===== src/rtl/control_unit.sv =====
// control_unit: Moore sequencer for the CPU datapath (fetch plus execute steps).
// Ports: Clock, Clear, IR, ConFF_Out, Stop in; Run, CONTROL, bus/load strobes out.
module control_unit (
  input  logic        Clock,
  input  logic        Clear,
  input  logic [31:0] IR,
  input  logic        ConFF_Out,
  input  logic        Stop,
  output logic        Run,
  output logic [4:0]  CONTROL,
  output logic        PC_Out,
  output logic        MDR_Out,
  output logic        ZHI_Out,
  output logic        ZLO_Out,
  output logic        HI_Out,
  output logic        LO_Out,
  output logic        C_Out,
  output logic        InPort_Out,
  output logic        PC_In,
  output logic        MDR_In,
  output logic        MAR_In,
  output logic        IR_In,
  output logic        Y_In,
  output logic        ZHI_In,
  output logic        ZLO_In,
  output logic        HI_In,
  output logic        LO_In,
  output logic        OutPort_In,
  output logic        ConFF_In,
  output logic        IncPC,
  output logic        Read,
  output logic        Write,
  output logic        G_RA,
  output logic        G_RB,
  output logic        G_RC,
  output logic        R_In,
  output logic        R_Out,
  output logic        BA_Out
);

  typedef enum logic [3:0] {
    S_RESET, S_T0, S_T1, S_T2, S_T3,
    S_T4, S_T5, S_T6, S_T7, S_HALT
  } state_t;

  typedef enum logic [3:0] {
    C_ALU, C_IMM, C_MD, C_NN, C_LD,
    C_LDI, C_ST, C_BR, C_JR, C_IN,
    C_OUT, C_MFHI, C_MFLO, C_HALT, C_NOP
  } cls_t;

  localparam logic [4:0] OP_ADD = 5'b00011;

  state_t     state, state_n, last_st;
  cls_t       cls;
  logic [4:0] opc;
  logic       unused_ir;

  assign opc       = IR[31:27];
  assign unused_ir = ^IR[26:0];

  // Instruction class from the opcode field.
  always_comb begin
    cls = C_NOP;
    case (opc) inside
      [5'd3:5'd11]:  cls = C_ALU;
      [5'd12:5'd14]: cls = C_IMM;
      5'd15, 5'd16:  cls = C_MD;
      5'd17, 5'd18:  cls = C_NN;
      5'd0:          cls = C_LD;
      5'd1:          cls = C_LDI;
      5'd2:          cls = C_ST;
      5'd19:         cls = C_BR;
      5'd20:         cls = C_JR;
      5'd22:         cls = C_IN;
      5'd23:         cls = C_OUT;
      5'd24:         cls = C_MFHI;
      5'd25:         cls = C_MFLO;
      5'd27:         cls = C_HALT;
      default:       cls = C_NOP;
    endcase
  end

  // Final execute step of each instruction class.
  always_comb begin
    last_st = S_T3;
    case (cls)
      C_ALU, C_IMM, C_LDI: last_st = S_T5;
      C_MD, C_BR:          last_st = S_T6;
      C_NN:                last_st = S_T4;
      C_LD, C_ST:          last_st = S_T7;
      default:             last_st = S_T3;
    endcase
  end

  always_ff @(posedge Clock or posedge Clear) begin
    if (Clear) state <= S_RESET;
    else       state <= state_n;
  end

  always_comb begin
    state_n = state;
    case (state)
      S_RESET: state_n = S_T0;
      S_T0:    state_n = S_T1;
      S_T1:    state_n = S_T2;
      S_T2:    state_n = S_T3;
      S_HALT:  state_n = S_HALT;
      default: begin
        // T7 is always terminal so a stray IR change cannot run past it.
        if (state == S_T3 && cls == C_HALT)
          state_n = S_HALT;
        else if (state == last_st || state == S_T7)
          state_n = Stop ? S_HALT : S_T0;
        else
          state_n = state_t'(state + 4'd1);
      end
    endcase
  end

  always_comb begin
    Run        = 1'b0;
    CONTROL    = 5'd0;
    PC_Out     = 1'b0;
    MDR_Out    = 1'b0;
    ZHI_Out    = 1'b0;
    ZLO_Out    = 1'b0;
    HI_Out     = 1'b0;
    LO_Out     = 1'b0;
    C_Out      = 1'b0;
    InPort_Out = 1'b0;
    PC_In      = 1'b0;
    MDR_In     = 1'b0;
    MAR_In     = 1'b0;
    IR_In      = 1'b0;
    Y_In       = 1'b0;
    ZHI_In     = 1'b0;
    ZLO_In     = 1'b0;
    HI_In      = 1'b0;
    LO_In      = 1'b0;
    OutPort_In = 1'b0;
    ConFF_In   = 1'b0;
    IncPC      = 1'b0;
    Read       = 1'b0;
    Write      = 1'b0;
    G_RA       = 1'b0;
    G_RB       = 1'b0;
    G_RC       = 1'b0;
    R_In       = 1'b0;
    R_Out      = 1'b0;
    BA_Out     = 1'b0;

    Run = (state != S_RESET) && (state != S_HALT);

    unique case (state)
      S_T0: begin
        PC_Out = 1'b1;
        MAR_In = 1'b1;
        IncPC  = 1'b1;
      end
      S_T1: begin
        Read   = 1'b1;
        MDR_In = 1'b1;
      end
      S_T2: begin
        MDR_Out = 1'b1;
        IR_In   = 1'b1;
      end
      S_T3: begin
        case (cls)
          C_ALU, C_IMM: begin
            G_RB  = 1'b1;
            R_Out = 1'b1;
            Y_In  = 1'b1;
          end
          C_MD: begin
            G_RA  = 1'b1;
            R_Out = 1'b1;
            Y_In  = 1'b1;
          end
          C_NN: begin
            G_RB    = 1'b1;
            R_Out   = 1'b1;
            CONTROL = opc;
            ZLO_In  = 1'b1;
          end
          C_LD, C_LDI, C_ST: begin
            G_RB   = 1'b1;
            BA_Out = 1'b1;
            Y_In   = 1'b1;
          end
          C_BR: begin
            G_RA     = 1'b1;
            R_Out    = 1'b1;
            ConFF_In = 1'b1;
          end
          C_JR: begin
            G_RA  = 1'b1;
            R_Out = 1'b1;
            PC_In = 1'b1;
          end
          C_IN: begin
            InPort_Out = 1'b1;
            G_RA       = 1'b1;
            R_In       = 1'b1;
          end
          C_OUT: begin
            G_RA       = 1'b1;
            R_Out      = 1'b1;
            OutPort_In = 1'b1;
          end
          C_MFHI: begin
            HI_Out = 1'b1;
            G_RA   = 1'b1;
            R_In   = 1'b1;
          end
          C_MFLO: begin
            LO_Out = 1'b1;
            G_RA   = 1'b1;
            R_In   = 1'b1;
          end
          default: ;
        endcase
      end
      S_T4: begin
        case (cls)
          C_ALU: begin
            G_RC    = 1'b1;
            R_Out   = 1'b1;
            CONTROL = opc;
            ZLO_In  = 1'b1;
          end
          C_IMM: begin
            C_Out   = 1'b1;
            CONTROL = opc;
            ZLO_In  = 1'b1;
          end
          C_MD: begin
            G_RB    = 1'b1;
            R_Out   = 1'b1;
            CONTROL = opc;
            ZHI_In  = 1'b1;
            ZLO_In  = 1'b1;
          end
          C_NN: begin
            ZLO_Out = 1'b1;
            G_RA    = 1'b1;
            R_In    = 1'b1;
          end
          C_LD, C_LDI, C_ST: begin
            C_Out   = 1'b1;
            CONTROL = OP_ADD;
            ZLO_In  = 1'b1;
          end
          C_BR: begin
            PC_Out = 1'b1;
            Y_In   = 1'b1;
          end
          default: ;
        endcase
      end
      S_T5: begin
        case (cls)
          C_ALU, C_IMM, C_LDI: begin
            ZLO_Out = 1'b1;
            G_RA    = 1'b1;
            R_In    = 1'b1;
          end
          C_MD: begin
            ZLO_Out = 1'b1;
            LO_In   = 1'b1;
          end
          C_LD, C_ST: begin
            ZLO_Out = 1'b1;
            MAR_In  = 1'b1;
          end
          C_BR: begin
            C_Out   = 1'b1;
            CONTROL = OP_ADD;
            ZLO_In  = 1'b1;
          end
          default: ;
        endcase
      end
      S_T6: begin
        case (cls)
          C_MD: begin
            ZHI_Out = 1'b1;
            HI_In   = 1'b1;
          end
          C_LD: begin
            Read   = 1'b1;
            MDR_In = 1'b1;
          end
          C_ST: begin
            G_RA   = 1'b1;
            R_Out  = 1'b1;
            MDR_In = 1'b1;
          end
          C_BR: begin
            // ConFF_Out is the registered result latched in T3.
            ZLO_Out = ConFF_Out;
            PC_In   = ConFF_Out;
          end
          default: ;
        endcase
      end
      S_T7: begin
        case (cls)
          C_LD: begin
            MDR_Out = 1'b1;
            G_RA    = 1'b1;
            R_In    = 1'b1;
          end
          C_ST: Write = 1'b1;
          default: ;
        endcase
      end
      default: ;
    endcase
  end

endmodule


===== config.mk =====
export PLATFORM = sky130hd
export DESIGN_NAME = control_unit
export DESIGN_NICKNAME = d
export VERILOG_FILES = /design/src/rtl/control_unit.sv
export SDC_FILE = /design/constraint.sdc
export NUM_CORES = 1
export LEC_CHECK = 0
export CAP_MARGIN = 20
export CORE_AREA = 4 4 57 59
export CTS_BUF_LIST = sky130_fd_sc_hd__clkbuf_4
export CTS_CLUSTER_SIZE = 8
export DETAILED_ROUTE_END_ITERATION = 10
export DIE_AREA = 0 0 61 63
export GPL_TIMING_DRIVEN = 0
export PLACE_DENSITY = 0.91
export SYNTH_ARGS = -nofsm -noshare
export SYNTH_HDL_FRONTEND = slang
export SYNTH_SLANG_ARGS = --single-unit

===== constraint.sdc =====
create_clock -name Clock -period 3.65 [get_ports Clock]
set_input_delay 0.9125 -clock Clock [delete_from_list [all_inputs] [get_ports Clock]]
set_output_delay 0.9125 -clock Clock [all_outputs]
set_load 0.03 [all_outputs]

Word-level counts from Yosys, hierarchy flattened
Memories as Yosys holds them, arrays and structs flattened.
Cells that the tools add are included.
- add/subtract/negate cells: 1
- $mul: 0
- div/mod/pow operators: 0
- magnitude comparators: 4
- equal/unequal tests: 37
- shift operators: 0
- muxes and demuxes: 72
- bitwise gates (word level): 0
- reductions and logical operators: 22
- operators by type and width (cell ; number):
    $eq A5 B5 Y1 const B ; 10
    $mux W4 ; 12
    $mux W1 ; 35
    $eq A4 B3 Y1 const B ; 8
    $eq A4 B4 Y1 const B ; 8
    $pmux W4 S5 ; 1
    $pmux W1 S2 ; 9
    $eq A4 B2 Y1 const B ; 4
    $pmux W5 S3 ; 1
    $reduce_or A7 Y1 ; 2
    $mux W3 ; 4
    $reduce_or A3 Y1 ; 4
    $reduce_or A6 Y1 ; 2
    $le A5 B4 Y1 const B ; 2
    $pmux W5 S2 ; 1
    $pmux W1 S3 ; 3
    $eq A4 B1 Y1 const B ; 2
    $logic_not A4 Y1 ; 2
    $reduce_or A2 Y1 ; 4
    $mux W2 ; 3
    $eq A5 B1 Y1 const B ; 1
    $eq A5 B2 Y1 const B ; 1
    $eq A5 B4 Y1 const B ; 1
    $ge A5 B2 Y1 const B ; 1
    12 further kinds ; 15
- bits in registers: 4
- bits in latches: 0
- RAM bits: 0
- ROM bits: 32
- output and inout bits: 34
- memories: 1
- memories (name ; depth ; width ; read ports ; clocked after memory_dff ; write ports ; line ; RTL):
    (name not given) ; 8 ; 4 ; 1 ; 0 ; 0 ; 87 ; case (cls)

Depth between registers and ports, before layout
An unclocked memory read counts as a cell.
- depth in word-level cells: 22
- gate-level depth with buffers: 8

Least setup slack after synthesis
Ideal clock, no wire load.
- path kind: input to output
- start point: in IR[30]
- end point: out CONTROL[0]
- arrival: 2483 ps
- setup slack: 254 ps
- stages on the path: 5
- cells stage by stage: buf_4 > or3b_4 > o31ai_1 > a21oi_1 > o21ai_0
- longest elaborated chain between the ends: 19
- elaborated cells between the ends (all ways): 50
- RTL lines (item ; line ; RTL):
    start: declaration ; 6 ; input logic [31:0] IR,
    $eq A5 B5 Y1 (no line) ; n/a ;
    $mux W2 (2 in series) ; 65 ; case (opc) inside
    $mux W3 (4 in series) ; 65 ;
    $mux W4 (7 in series) ; 65 ;
    $mux W4 * ; 65 ;
    $eq A4 B3 Y1, or another cell as far along ; 226 ; case (cls)
    $reduce_or A3 Y1 (on tied branches) ; n/a ;
    $pmux W5 S2 ; 226 ;
    $pmux W5 S3 * ; 155 ; unique case (state)
    end: declaration ; 10 ; output logic [4:0] CONTROL,
Every way passes the cells marked *; elsewhere a longest branch is shown, timed or not.

Worst setup path after layout
- start point: in IR[29]
- end point: out G_RA
- longest elaborated chain between the ends: 19
- elaborated cells between the ends (all ways): 57
- RTL lines (item ; line ; RTL):
    $eq A5 B5 Y1 (no line) ; n/a ;
    $mux W2 (2 in series) ; 65 ;
    $mux W3 (4 in series) ; 65 ;
    $mux W4 (7 in series) ; 65 ;
    $mux W4 * ; 65 ;
    $eq A4 B2 Y1, or another cell as far along ; 170 ; case (cls)
    $reduce_or A7 Y1 (no line) or $reduce_or A3 Y1 (tied branches) ; n/a ;
    $mux W1 (on tied branches) ; 170, 263 ;
    $pmux W1 S5 * ; 155 ;
    end: declaration ; 33 ; output logic G_RA,
Marks and branches as above.

==> results.md <==
- Pin count of the biggest net entering global routing: 11
- Critical path's top delay family: buffers and inverters
- H-tree lvl count: 1
- Reg-to-Reg Start: state[0]
- ANT nets after route: 0
- Vias per inst: 5.85
- Worst-path fanout max: 10
- Die extent in x: 61 um
- Area of the core: 2710 um^2
- CTS tree: built
- Met2 global-route usage: 32.0%
- Mapped cell area: 1050 um^2
- Most flop-heavy register: state
- Leakage: 0.764 nW
- Final instance area: 1510 um^2
- R2r setup slk: 1660 ps
- Drt drc: 0
- Dpl ws: -505 ps
- Hold Path Origin: state[2]
- Post-DP Area: 1510 um^2
- FF-to-FF End: state[3]
- Switch Pwr: 452 uW
- Port bufs: 42
- Outcome: completed
- Root Buffer: clkbuf_4
- Maximum vdd drop: 0.000514 V
- Levels on crit path: 8
- Fin. Hold Viols: 0
- Worst Setup SP: IR[29]
- Final Cycle Share: 97.8%
- Met1 Track Usage GR: 30.5%
- Sequential area share after synthesis: 9.56%
- Worst path bufs/invs: 3
- GRT Overall Usage: 21.6%
- Iter 0 DRT Violations: 115
- Post-Route WL: 3770 um
- DR vias: 1457
- CTS max path bufs: 2
- Worst Hold Depth: 4
- Layout Utilization: 55.8%
- Hold EP: state[3]
- Syn Nets: 213
- Clock power share: 6.9%
- Io pins: 70
- RePlAce Congestion: 0.983
- Largest stage delay, worst path: 490 ps
- EDFF count, synth: 0
- Top cell type's share of synthesized area: 10.4%
- Synth top cells by count: nor2_1, nand2_1, o21ai_0
- Synth-to-layout area growth: 44.4%
- RSZ-0062 raised after global routing: yes
- Final setup vio count: 0
- Flop pwr share: 11.7%
- Power per cell area: 530 nW/um^2
- Slowest cell on crit path: clkdlybuf4s50_1
- Vias in the first global route: 1420
- Layout cells sized above 1: 18.3%
- Placed Cells: 246
- Worst Tran Pin Value: 440 ps
- Initial Util: 38.6%
- Worst-path clk slew: 40 ps
- Crit path time final: 3570 ps
- Critical Path Start Type: primary input
- Final Instance Count excl. Fillers: 249
- Worst rel slew slack: 70.7%
- Hold Path Class: flip-flop to flip-flop
- Cts bufs inserted: 3
- Top-count cell post-synth: nor2_1
- Distinct cell type count after synthesis: 44
- Synth Register Bits: 4
- Cell-internal power: 351 uW
- N_diodes: 0
- Max reg flops: 4
- Global-route wire length before repair: 6640 um
- Antenna violations before repair: 0
- Setup WS post-layout: 81.8 ps
- WL/cell: 15.2 um
- Top Usage Layer GRT: met2
- Post-synth ARST share: 100%
- Required @ worst endpoint: 2740 ps
- Pre-Repair DR Iteration Count: 4
- Detailed placement HPWL: 2830 um
- WP data arrival: 2660 ps
- Clock sinks: 4
- Nets: 260
- Synthesized area per cell: 6.05 um^2
- Syn Inst Count: 173
- Total grt overflow: 0
- Cts hold-fix bufs: 0
- GR Util met3: 3.93%
- Area leader, netlist: nor2_1
- FMAX: 280 MHz
- Top flop regs: state (4)
- Crit path kind: primary input to output pin
- Sw frac: 56.3%
- Critical path cell sequence: clkdlybuf4s50_1, buf_6, and2b_1, and2_1, o21ai_1, o21ai_0, a211o_1, buf_2
- CP Capture Type: output pin
- Row count: 19
- Comb power frac: 81.4%
- Synth area leaders: nor2_1, dfrtp_1, nand2_1
- Die area: 3840 um^2
- Cells on worst reg2reg path: 6
- Clock Latency Late Sink: 240 ps
- Synthesis Warnings: 0
- Ys flop type: dfrtp_1
- Clock skew: 5.51 ps
- Max cap viols: 0
- Die Ht: 63 um
- Max-slew violation count: 0
[worst max-delay path by stage]
| stage | end | slack (ps) |
|---|---|---|
| 2_1_floorplan | CONTROL[0] | 250 |
| 3_3_place_gp | R_In | -510 |
| 3_5_place_dp | R_Out | -510 |
| 4_1_cts | G_RA | 10 |
| 5_1_grt | G_RA | -10 |
| 6_report | G_RA | 80 |
[layout by cell type, fill, tap and decap left out, drive strengths merged, types with 3 or more instances in the layout]
cell type,count
a21oi,11
a31oi,4
and2,4
and3,3
buf,17
clkbuf,11
clkdlybuf4s50,9
dfrtp,4
dlygate4sd2,16
ha,4
inv,12
nand2,24
nand3,6
nor2,29
nor2b,6
nor3,3
o21ai,15
o22ai,5
o31ai,3
xnor2,3
[area by class of cell]
type / count / area (um^2)
Sequential cell: 4 / 100
Fill cell: 278 / 1200
Tap cell: 31 / 38.8
Clock buffer: 3 / 22.5
Multi-Input combinational cell: 146 / 882
Inverter: 12 / 45.0
Buffer: 10 / 77.6
Timing Repair Buffer: 43 / 347
[per-layer routing]
layer  wire [um]  vias up
li1            -      699
met2        1750       95
met3         378        6
met4          38        0
met1        1600      657
met5           0        -
[power groups by stage]
stage / Sequential (mW) / Clock (mW) / Combinational (mW)
3_5_place_dp: 0.0942 / 0 / 0.663
2_1_floorplan: 0.0873 / 0 / 0.471
6_report: 0.0937 / 0.0556 / 0.653
3_3_place_gp: 0.0925 / 0 / 0.659
4_1_cts: 0.0936 / 0.0573 / 0.646
5_1_grt: 0.0962 / 0.0638 / 0.715
[timing repair]
action | in CTS | in global routing
gates resized for setup | 65 | 44
setup buffers | 1 | 0
pin swaps | 1 | 1
endpoints found under the setup margin | 31 | 24
[tightest hold or removal path, delay by kind of cell (launching register included)]
family          cells  cell delay [ps]
flops               1              390
simple gates        3              220
compound gates      1              100
[stage by stage]
step                setup TNS, ps  total power [mW]  hold WS (ps)
floorplan                       0             0.558           647
global placement            -9320             0.751           711
detailed placement          -9680             0.758           724
CTS                             0             0.797           737
global route                -12.5             0.875           768
finish                          0             0.802           759
[cell families (layout without fill, tap and decap cells)]
logic type	Yosys count	after routing	share of synthesized area, %
mux	1	1	0.956
compound gates	52	52	31.9
xor+xnor	3	3	2.51
flops	4	4	9.56
simple gates	86	86	40.3
fa+ha+maj	4	4	4.78
buf+inv	23	68	10.0
Power figures use the tool's default switching activity.
